==> config.mk <==
export PLATFORM = sky130hd
export DESIGN_NAME = mul_arb_flat
export DESIGN_NICKNAME = d
export VERILOG_FILES = /design/src/rtl/mul_arb_if.sv /design/src/rtl/mul_arb.sv /design/src/flat_wrapper.sv
export SDC_FILE = /design/constraint.sdc
export NUM_CORES = 1
export LEC_CHECK = 0
export CORE_AREA = 2 2 229 175
export CTS_BUF_LIST = sky130_fd_sc_hd__clkbuf_4 sky130_fd_sc_hd__clkbuf_8
export DETAILED_ROUTE_END_ITERATION = 7
export DIE_AREA = 0 0 231 177
export GPL_ROUTABILITY_DRIVEN = 0
export PLACE_DENSITY = 0.88
export SYNTH_ARGS = -nofsm -noshare
export SYNTH_HDL_FRONTEND = slang
export SYNTH_SLANG_ARGS = --single-unit
==> constraint.sdc <==
create_clock -name clk -period 4.7 [get_ports clk]
set_input_delay 1.41 -clock clk [delete_from_list [all_inputs] [get_ports clk]]
set_output_delay 1.41 -clock clk [all_outputs]
set_load 0.005 [all_outputs]
==> src/rtl/mul_arb_if.sv <==
// Bundle of requester handshakes, result ports and shared-multiplier ports for mul_arb.
// slave = arbiter side, master = requesters plus the external multiplier.
interface mul_arb_if;
   logic        r0_req,    r1_req;
   logic        r0_ack,    r1_ack;
   logic [26:0] r0_a,      r0_b;
   logic [26:0] r1_a,      r1_b;
   logic        r0_rvalid, r1_rvalid;
   logic        r0_rready, r1_rready;
   logic [53:0] r0_rslt,   r1_rslt;
   logic        mul_en;
   logic [26:0] mul_in_1,  mul_in_2;
   logic [53:0] mul_out;
   logic [31:0] stat_cnt;

   modport slave (
      input  r0_req, r1_req, r0_a, r0_b, r1_a, r1_b, r0_rready, r1_rready, mul_out,
      output r0_ack, r1_ack, r0_rvalid, r1_rvalid, r0_rslt, r1_rslt,
      output mul_en, mul_in_1, mul_in_2, stat_cnt
   );

   modport master (
      output r0_req, r1_req, r0_a, r0_b, r1_a, r1_b, r0_rready, r1_rready, mul_out,
      input  r0_ack, r1_ack, r0_rvalid, r1_rvalid, r0_rslt, r1_rslt,
      input  mul_en, mul_in_1, mul_in_2, stat_cnt
   );
endinterface

==> src/rtl/mul_arb.sv <==
// Two-requester round-robin front end for a shared pipelined 27x27 multiplier with
// per-requester credit-protected FWFT result FIFOs. Define MUL_ARB_STAT_EN for the grant counter.
module mul_arb #(
   parameter int unsigned MUL_LAT    = 2,
   parameter int unsigned FIFO_DEPTH = 4
) (
   input logic      clk,
   input logic      reset,
   mul_arb_if.slave bus
);
   localparam int unsigned AW = (FIFO_DEPTH > 1) ? $clog2(FIFO_DEPTH) : 1;
   localparam int unsigned CW = $clog2(FIFO_DEPTH + 1);

   logic [1:0]   req, rready, elig, gnt, push, pop, rvalid;
   logic [CW-1:0] credit_q [2];
   logic [CW-1:0] credit_d [2];
   logic [AW:0]   wptr_q [2];
   logic [AW:0]   wptr_d [2];
   logic [AW:0]   rptr_q [2];
   logic [AW:0]   rptr_d [2];
   logic [53:0]   mem_q [2][2**AW];
   logic          last_q, last_d;  // 1: r1 was granted most recently
   logic [MUL_LAT-1:0] vld_q, vld_d, id_q, id_d;
   logic          fin, fin_id;

   assign req    = {bus.r1_req, bus.r0_req};
   assign rready = {bus.r1_rready, bus.r0_rready};

   always_comb begin
      elig = '0;
      gnt  = '0;
      for (int n = 0; n < 2; n++) begin
         elig[n] = req[n] && (credit_q[n] < CW'(FIFO_DEPTH));
      end
      if (!reset) begin
         gnt[0] = elig[0] && (!elig[1] || last_q);
         gnt[1] = elig[1] && (!elig[0] || !last_q);
      end
      last_d = last_q;
      if (gnt[0]) begin
         last_d = 1'b0;
      end else if (gnt[1]) begin
         last_d = 1'b1;
      end
   end

   // Issue tracker mirrors the multiplier pipeline so the product lands in the right FIFO.
   always_comb begin
      vld_d    = '0;
      id_d     = '0;
      vld_d[0] = |gnt;
      id_d[0]  = gnt[1];
      for (int i = 1; i < int'(MUL_LAT); i++) begin
         vld_d[i] = vld_q[i-1];
         id_d[i]  = id_q[i-1];
      end
   end

   assign fin    = vld_q[MUL_LAT-1];
   assign fin_id = id_q[MUL_LAT-1];
   assign push   = {fin && fin_id, fin && !fin_id};

   always_comb begin
      rvalid = '0;
      pop    = '0;
      for (int n = 0; n < 2; n++) begin
         rvalid[n]   = (wptr_q[n] != rptr_q[n]);
         pop[n]      = rvalid[n] && rready[n];
         wptr_d[n]   = wptr_q[n] + (AW + 1)'(push[n]);
         rptr_d[n]   = rptr_q[n] + (AW + 1)'(pop[n]);
         credit_d[n] = credit_q[n];
         if (gnt[n] && !pop[n]) begin
            credit_d[n] = credit_q[n] + CW'(1);
         end else if (!gnt[n] && pop[n]) begin
            credit_d[n] = credit_q[n] - CW'(1);
         end
      end
   end

   always_ff @(posedge clk or posedge reset) begin
      if (reset) begin
         last_q <= 1'b1;
         vld_q  <= '0;
         id_q   <= '0;
         for (int n = 0; n < 2; n++) begin
            credit_q[n] <= '0;
            wptr_q[n]   <= '0;
            rptr_q[n]   <= '0;
         end
      end else begin
         last_q <= last_d;
         vld_q  <= vld_d;
         id_q   <= id_d;
         for (int n = 0; n < 2; n++) begin
            credit_q[n] <= credit_d[n];
            wptr_q[n]   <= wptr_d[n];
            rptr_q[n]   <= rptr_d[n];
         end
      end
   end

   // Storage needs no reset: occupancy lives entirely in the pointers.
   always_ff @(posedge clk) begin
      for (int n = 0; n < 2; n++) begin
         if (push[n]) begin
            mem_q[n][wptr_q[n][AW-1:0]] <= bus.mul_out;
         end
      end
   end

   assign bus.r0_ack    = gnt[0];
   assign bus.r1_ack    = gnt[1];
   assign bus.mul_en    = |gnt;
   assign bus.mul_in_1  = gnt[0] ? bus.r0_a : (gnt[1] ? bus.r1_a : '0);
   assign bus.mul_in_2  = gnt[0] ? bus.r0_b : (gnt[1] ? bus.r1_b : '0);
   assign bus.r0_rvalid = rvalid[0];
   assign bus.r1_rvalid = rvalid[1];
   assign bus.r0_rslt   = rvalid[0] ? mem_q[0][rptr_q[0][AW-1:0]] : '0;
   assign bus.r1_rslt   = rvalid[1] ? mem_q[1][rptr_q[1][AW-1:0]] : '0;

`ifdef MUL_ARB_STAT_EN
   logic [31:0] stat_q, stat_d;

   assign stat_d = stat_q + {31'b0, |gnt};

   always_ff @(posedge clk or posedge reset) begin
      if (reset) begin
         stat_q <= '0;
      end else begin
         stat_q <= stat_d;
      end
   end

   assign bus.stat_cnt = stat_q;
`else
   assign bus.stat_cnt = '0;
`endif
endmodule

==> src/flat_wrapper.sv <==
// flat-port wrapper written by rule: the top's interface ports become plain ports
module mul_arb_flat 
#(
   parameter int unsigned MUL_LAT    = 2,
   parameter int unsigned FIFO_DEPTH = 4
)
  (clk, reset, bus_r0_req, bus_r1_req, bus_r0_a, bus_r0_b, bus_r1_a, bus_r1_b, bus_r0_rready, bus_r1_rready, bus_mul_out, bus_r0_ack, bus_r1_ack, bus_r0_rvalid, bus_r1_rvalid, bus_r0_rslt, bus_r1_rslt, bus_mul_en, bus_mul_in_1, bus_mul_in_2, bus_stat_cnt);
  mul_arb_if bus_i ();
  input logic clk;
  input logic reset;
  input wire logic [$bits(bus_i.r0_req)-1:0] bus_r0_req;
  input wire logic [$bits(bus_i.r1_req)-1:0] bus_r1_req;
  input wire logic [$bits(bus_i.r0_a)-1:0] bus_r0_a;
  input wire logic [$bits(bus_i.r0_b)-1:0] bus_r0_b;
  input wire logic [$bits(bus_i.r1_a)-1:0] bus_r1_a;
  input wire logic [$bits(bus_i.r1_b)-1:0] bus_r1_b;
  input wire logic [$bits(bus_i.r0_rready)-1:0] bus_r0_rready;
  input wire logic [$bits(bus_i.r1_rready)-1:0] bus_r1_rready;
  input wire logic [$bits(bus_i.mul_out)-1:0] bus_mul_out;
  output wire logic [$bits(bus_i.r0_ack)-1:0] bus_r0_ack;
  output wire logic [$bits(bus_i.r1_ack)-1:0] bus_r1_ack;
  output wire logic [$bits(bus_i.r0_rvalid)-1:0] bus_r0_rvalid;
  output wire logic [$bits(bus_i.r1_rvalid)-1:0] bus_r1_rvalid;
  output wire logic [$bits(bus_i.r0_rslt)-1:0] bus_r0_rslt;
  output wire logic [$bits(bus_i.r1_rslt)-1:0] bus_r1_rslt;
  output wire logic [$bits(bus_i.mul_en)-1:0] bus_mul_en;
  output wire logic [$bits(bus_i.mul_in_1)-1:0] bus_mul_in_1;
  output wire logic [$bits(bus_i.mul_in_2)-1:0] bus_mul_in_2;
  output wire logic [$bits(bus_i.stat_cnt)-1:0] bus_stat_cnt;
  assign bus_i.r0_req = bus_r0_req;
  assign bus_i.r1_req = bus_r1_req;
  assign bus_i.r0_a = bus_r0_a;
  assign bus_i.r0_b = bus_r0_b;
  assign bus_i.r1_a = bus_r1_a;
  assign bus_i.r1_b = bus_r1_b;
  assign bus_i.r0_rready = bus_r0_rready;
  assign bus_i.r1_rready = bus_r1_rready;
  assign bus_i.mul_out = bus_mul_out;
  assign bus_r0_ack = bus_i.r0_ack;
  assign bus_r1_ack = bus_i.r1_ack;
  assign bus_r0_rvalid = bus_i.r0_rvalid;
  assign bus_r1_rvalid = bus_i.r1_rvalid;
  assign bus_r0_rslt = bus_i.r0_rslt;
  assign bus_r1_rslt = bus_i.r1_rslt;
  assign bus_mul_en = bus_i.mul_en;
  assign bus_mul_in_1 = bus_i.mul_in_1;
  assign bus_mul_in_2 = bus_i.mul_in_2;
  assign bus_stat_cnt = bus_i.stat_cnt;
  mul_arb #(.MUL_LAT(MUL_LAT), .FIFO_DEPTH(FIFO_DEPTH)) u_core (.clk(clk), .reset(reset), .bus(bus_i));
endmodule
After elaboration in Yosys (flattened, before gate mapping)
Memory sizes are Yosys's and may differ from the RTL's.
Cells that the tools add are included.
- memories kept: 1
- output and inout bits: 199
- bits in registers: 23
- RAM bits: 432
- memory list (name ; depth ; bits a word ; read ports ; clocked after Yosys merged registers in ; wr ports ; RTL line ; RTL):
    u_core.mem_q ; 2 ; 216 ; 2 ; 0 ; 1 ; mul_arb.sv:21 ; logic [53:0] mem_q [2][2**AW];
- eq/ne operators: 2
- bitwise gates (word level): 4
- $lt $le $gt $ge: 8
- multiplexer cells: 30
- $add $sub $neg: 8
- reductions and logical operators: 29
- operators by type and width (kind ; number):
    216-bit two-way mux ; 4
    54-bit two-way mux ; 8
    54-bit binary-select mux with 2-bit select ; 2
    54-bit demux with 2-bit select ; 2
    216-bit OR reduction ; 1
    27-bit two-way mux ; 4
    1-bit logical AND ; 14
    3-bit by 1-bit adder with 3-bit output ; 4
    3-bit greater-or-equal comparator (second input constant) ; 4
    3-bit two-way mux ; 4
    2-bit NOT with 3-bit output ; 4
    1-bit logical NOT ; 8
    3-bit by 1-bit adder with 3-bit output (second input constant) ; 2
    3-bit by 1-bit less-than comparator with 1-bit output (second input constant) ; 2
    3-bit less-than comparator (second input constant) ; 2
    3-bit inequality test ; 2
    2-bit nonzero test ; 3
    3-bit by 1-bit subtractor with 3-bit output (second input constant) ; 2
    1-bit two-way mux ; 5
    1-bit logical OR ; 2
    2-bit two-way mux ; 1
    2-bit OR reduction ; 1

Longest topological paths before layout
- depth after elaboration: 10
- gate-level depth with buffers: 11

Worst setup path after synthesis
No wires, ideal clock.
- kind: register -> register
- start point: register u_core.id_q[1]
- end point: memory u_core.mem_q[0][162] (netlist bit), enable pin
- cell stages (with the launch flop): 3
- arrival time: 4570 ps
- setup slack: -414 ps
- buffers on the path: 0
- clock period less this slack: 5114 ps
- cell sequence: dfrtp_1 -> nor2b_1 -> nor3b_1
- word-level cells in the longest chain between the ends: 5
- elaborated cells on any way between the ends: 10
- classes of those cells: mux: 6; reduce/logical: 4
- RTL lines (item ; RTL line ; RTL):
    start, declared ; mul_arb.sv:23 ; logic [MUL_LAT-1:0] vld_q, vld_d, id_q, id_d;
    start signal, assigned ; mul_arb.sv:93 ; id_q <= id_d;
    1-bit logical AND / 1-bit logical NOT (equally long branches) ; mul_arb.sv:61 ; assign push = {fin && fin_id, fin && !fin_id};
    1-bit two-way mux / 1-bit logical AND (equally long branches) ; mul_arb.sv:105, mul_arb.sv:61 ;
    216-bit two-way mux (implied by the code) / 1-bit two-way mux (equally long branches) ; mul_arb.sv:106, mul_arb.sv:105 ;
    216-bit OR reduction (no line) / 216-bit two-way mux (equally long branches) ; - ;
    1-bit two-way mux (no line) / 216-bit two-way mux (equally long branches) ; - ;
    end, declared ; mul_arb.sv:21 ;
Several ways; a longest one is shown, not always the timed one.

Worst setup path in the final report
- start point: input port bus_r0_req
- end point: output port bus_mul_in_2[18]
- word-level cells in the longest chain between the ends: 7
- elaborated cells on any way between the ends: 8
- classes of those cells: mux: 3; reduce/logical: 5
- RTL lines (item ; RTL line ; RTL):
    start, declared ; flat_wrapper.sv:11 ; input wire logic [$bits(bus_i.r0_req)-1:0] bus_r0_req;
    1-bit logical AND * ; mul_arb.sv:33 ; elig[n] = req[n] && (credit_q[n] < CW'(FIFO_DEPTH));
    1-bit logical NOT ; mul_arb.sv:37 ; gnt[1] = elig[1] && (!elig[0] || !last_q);
    1-bit logical OR ; mul_arb.sv:37 ;
    1-bit logical AND ; mul_arb.sv:37 ;
    2-bit two-way mux * ; mul_arb.sv:35 ; if (!reset) begin
    27-bit two-way mux ; mul_arb.sv:115 ; assign bus.mul_in_2 = gnt[0] ? bus.r0_b : (gnt[1] ? bus.r1_b : '0);
    27-bit two-way mux * ; mul_arb.sv:115 ;
    end, declared ; flat_wrapper.sv:28 ; output wire logic [$bits(bus_i.mul_in_2)-1:0] bus_mul_in_2;
Mark *: on every way between the ends. The rest lies on a longest branch, timed or not.

==> flow_summary_export.csv <==
group,metric,value,unit
outcome,run_status,"finished, violations left",
outcome,failed_checks,"setup timing",
clock_network,clk_path_buf_depth,3,
clock_network,cts_inserted_buffers,69,
critical_path,worst-endpoint-arrival,3.31,ns
sta,relSlewSlack,24.9,%
sta,hold_violations,0,
floorplanning,floorplan.die.height,177,um
placed_design,hpwlAfterDp,27200,um
route,drtAntennaViolNets,0,
critical_path,cp_data_required_time,3.29,ns
sta,final.period_utilization,100,%
finish,area.growth.synth_to_final,30.4,%
global_route,grt_max_degree,55,
critical_path,cpLargestDelayFamily,"buffers and inverters",
critical_path,reg2reg_setup_slack,1.65,ns
logic_synthesis,synth.area.top_cells,"sky130_fd_sc_hd__edfxtp_1 71%, sky130_fd_sc_hd__mux4_2 10%, sky130_fd_sc_hd__nor2b_1 3.8%, sky130_fd_sc_hd__mux4_1 3.4%, sky130_fd_sc_hd__dfrtp_1 3.0%",
power_and_ir_drop,vdd.ir_drop.worst,504,uV
clock_network,cts_tree,"built",
clock_network,clock-sinks,455,
critical_path,cp.depth,6,
logic_synthesis,synthesis.instances,869,
route,detail_route.drc_violations,0,
critical_path,cp-end-kind,"output pin",
finish,layout.nets,1444,
critical_path,path_max_fanout,12,
sta,timing.fmax,212,MHz
route,detail_route.iter0.violations,1021,
critical_path,worst_path_max_delay_cell,"sky130_fd_sc_hd__clkdlybuf4s50_1",
placed_design,portBuffers,334,
route,wl_per_cell,25.2,um
floorplanning,core_area,0.0388,mm^2
critical_path,worstSetupStartpointType,"primary input",
critical_path,ff2ff_path_depth,10,
critical_path,critical_path_class,"primary input to output pin",
critical_path,critPathMaxStageDelay,0.49,ns
clock_network,ctsRootBufferMaster,"sky130_fd_sc_hd__clkbuf_8",
clock_network,htree_depth,3,
global_route,global_route.usage.total,21.6,%
sta,slew_violations,0,
clock_network,worstSkewPairLatency,0.60,ns
finish,mostFrequentLayoutCell,"sky130_fd_sc_hd__edfxtp_1",
route,drtPass1Iterations,5,
logic_synthesis,synth_warnings,0,
critical_path,crit_chain,"clkdlybuf4s50_1 -> nor3b_2 -> o21a_4 -> buf_6 -> a22o_1 -> clkdlybuf4s50_1",
sta,finalWorstPathRequiredPeriod,4.72,ns
sta,setup_ws,-0.0208,ns
floorplanning,fp-row-count,63,
logic_synthesis,netlist-cell-type-count,31,
floorplanning,floorplan.initialDensity,47.3,%
min_path,hold-path-cell-count,0,
global_route,wire_length_of_the_first_global_routing_pass,64300,um
run,max_cap_viol_count,0,
clock_network,clkTransAtPathRegs,0.06,ns
logic_synthesis,synthesis.area_per_instance,21.1,um^2
floorplanning,io-pin-count,367,
power_and_ir_drop,cellLeakagePower,8.79,nW
logic_synthesis,synthDominantCellAreaShare,70.7,%
critical_path,cpMostUsedCell,"sky130_fd_sc_hd__clkdlybuf4s50_1",
logic_synthesis,post_synthesis_cell_area,0.0183,mm^2
placed_design,dpl_worst_slack,-0.0851,ns
global_route,overflow,0,
sta,timing_worst_slew_pin_value,1.13,ns
finish,layout.filler_cells,2697,
logic_synthesis,yosysTopAreaCell,"sky130_fd_sc_hd__edfxtp_1",
global_route,via_count_of_the_first_global_routing_pass,10327,
power_and_ir_drop,p_per_area,570,mW/mm^2
min_path,worst_hold_path_type,"flop to flop",
floorplanning,dieWidth,231,um
global_route,grt_antenna_before_repair,3,
sta,setup_violations,3,
finish,layout_common_cells,"432 x sky130_fd_sc_hd__edfxtp_1, 288 x sky130_fd_sc_hd__clkdlybuf4s50_1, 111 x sky130_fd_sc_hd__nor2b_1",
route,finalWirelength,46100,um
logic_synthesis,synth-seq-cells,455,
floorplanning,floorplan.die_area,0.0409,mm^2
sta,grt_setup_unrepaired,"true",
route,detailroute.via_count,10101,
sta,timing.setup.tns,-0.0310,ns
route,post_drt_via_cell_ratio,5.51,
critical_path,critical_path_buf_inv_count,3,
finish,post_route_cells_drive_above_1_share,19.1,%
sta,clock_skew,0.0207,ns
logic_synthesis,synth_seq_area_share,73.9,%
-- per-stage QoR --
stage / cell area [um^2] / std cells / util, % / power, mW / hold slack (ns)
floorplan: 18500 / 900 / - / 7.71 / 0.331
detailed placement: 22200 / 1698 / 57.3 / 10.5 / 0.346
global placement: 22200 / 1698 / 57.3 / 10.4 / 0.337
global route: 23900 / 1833 / 61.6 / 14.3 / 0.362
finish: 23900 / 1834 / 61.6 / 13.6 / 0.369
CTS: 23600 / 1822 / 60.9 / 13.7 / 0.361
-- cell type report --
cell class	instances	area [um^2]	area share, %
clock inverter	26	178	0.743
antenna	1	2.50	0.0105
sequential	455	13600	56.7
tap	520	651	2.72
clock buffer	94	1160	4.84
inverter	8	30.0	0.126
timing repair buffer	373	3950	16.5
multi-input combinational	357	4370	18.3
-- final timing paths --
| kind | startpoint | end |
|---|---|---|
| max | bus_r0_req | bus_mul_in_2[18] |
| min | u_core.id_q[0] | u_core.id_q[1] |
| max reg2reg | u_core.rptr_q[3] | u_core.credit_q[5] |
| min reg2reg | u_core.id_q[0] | u_core.id_q[1] |
| max in group asynchronous | reset | u_core.rptr_q[3] |
| min in group asynchronous | reset | u_core.credit_q[5] |
-- power breakdown --
group | switching (mW) | internal (mW)
clock network | 1.46 | 1.71
registers | 0.339 | 4.84
logic | 2.22 | 3.08
-- registers in the layout (all words and copies together) (netlist names) --
register,cells
u_core.id_q,2
u_core.rptr_q,6
u_core.wptr_q,6
u_core.credit_q,6
u_core.mem_q,432
u_core.vld_q,2
u_core.last_q,1
-- metal layers --
layer / track usage, % / vias to the layer above / wire, um
met4: 5.46 / 6 / 731
met3: 6.65 / 88 / 3720
li1: - / 4270 / -
met5: 0 / - / 35
met1: 29.8 / 5278 / 19600
met2: 33.8 / 459 / 22000
-- cells by family (layout without fill, tap and decap cells) --
kind of cell / count (synthesis) / in the layout / share of synthesized area, %
AOI/OAI and AO/OA: 57 / 57 / 2.74
other: 1 / 33 / 0.0204
muxes: 110 / 110 / 13.9
xor gates and xnor gates: 16 / 16 / 0.764
buffers and inverters: 88 / 501 / 3.36
adders and majority gates: 12 / 12 / 0.901
DFF: 455 / 455 / 73.9
and+or+nand+nor: 130 / 130 / 4.44
-- Yosys cell counts --
master,number
sky130_fd_sc_hd__a22o_1,54
sky130_fd_sc_hd__a311oi_2,1
sky130_fd_sc_hd__and3_1,2
sky130_fd_sc_hd__and3b_1,1
sky130_fd_sc_hd__buf_2,17
sky130_fd_sc_hd__buf_4,46
sky130_fd_sc_hd__buf_6,12
sky130_fd_sc_hd__clkbuf_1,3
sky130_fd_sc_hd__clkbuf_2,2
sky130_fd_sc_hd__conb_1,1
sky130_fd_sc_hd__dfrtp_1,22
sky130_fd_sc_hd__dfstp_2,1
sky130_fd_sc_hd__edfxtp_1,432
sky130_fd_sc_hd__fa_1,2
sky130_fd_sc_hd__ha_1,10
sky130_fd_sc_hd__inv_1,8
sky130_fd_sc_hd__mux2_2,2
sky130_fd_sc_hd__mux4_1,24
sky130_fd_sc_hd__mux4_2,84
sky130_fd_sc_hd__nand2_1,2
sky130_fd_sc_hd__nand2b_1,3
sky130_fd_sc_hd__nor2_1,3
sky130_fd_sc_hd__nor2b_1,111
sky130_fd_sc_hd__nor3_1,1
sky130_fd_sc_hd__nor3_2,2
sky130_fd_sc_hd__nor3b_1,4
sky130_fd_sc_hd__o21a_1,1
sky130_fd_sc_hd__o21bai_1,1
sky130_fd_sc_hd__or2_2,1
sky130_fd_sc_hd__xnor2_1,3
sky130_fd_sc_hd__xor2_1,13
-- worst register-to-register path: stages, from the launching register on --
cell,delay (ns)
sky130_fd_sc_hd__dfrtp_4,0.73
sky130_fd_sc_hd__xor2_1,0.18
sky130_fd_sc_hd__nor3_4,0.22
sky130_fd_sc_hd__buf_4,0.42
sky130_fd_sc_hd__nand2b_1,0.18
sky130_fd_sc_hd__ha_1,0.17
sky130_fd_sc_hd__inv_1,0.06
sky130_fd_sc_hd__fa_1,0.38
sky130_fd_sc_hd__xor2_1,0.15
sky130_fd_sc_hd__nor2_1,0.34
sky130_fd_sc_hd__xnor2_1,0.17
-- what timing repair did --
| item | 4_1_cts | 5_1_grt |
|---|---|---|
| pin swaps | 1 | 1 |
| setup buffers | 2 | 5 |
| gates cloned | 2 | 6 |
| endpoints found under the setup margin | 50 | 52 |
| resized for setup | 7 | 45 |
| hold buffers | 0 | 0 |
No activity file was read; power rests on OpenSTA's default activity.
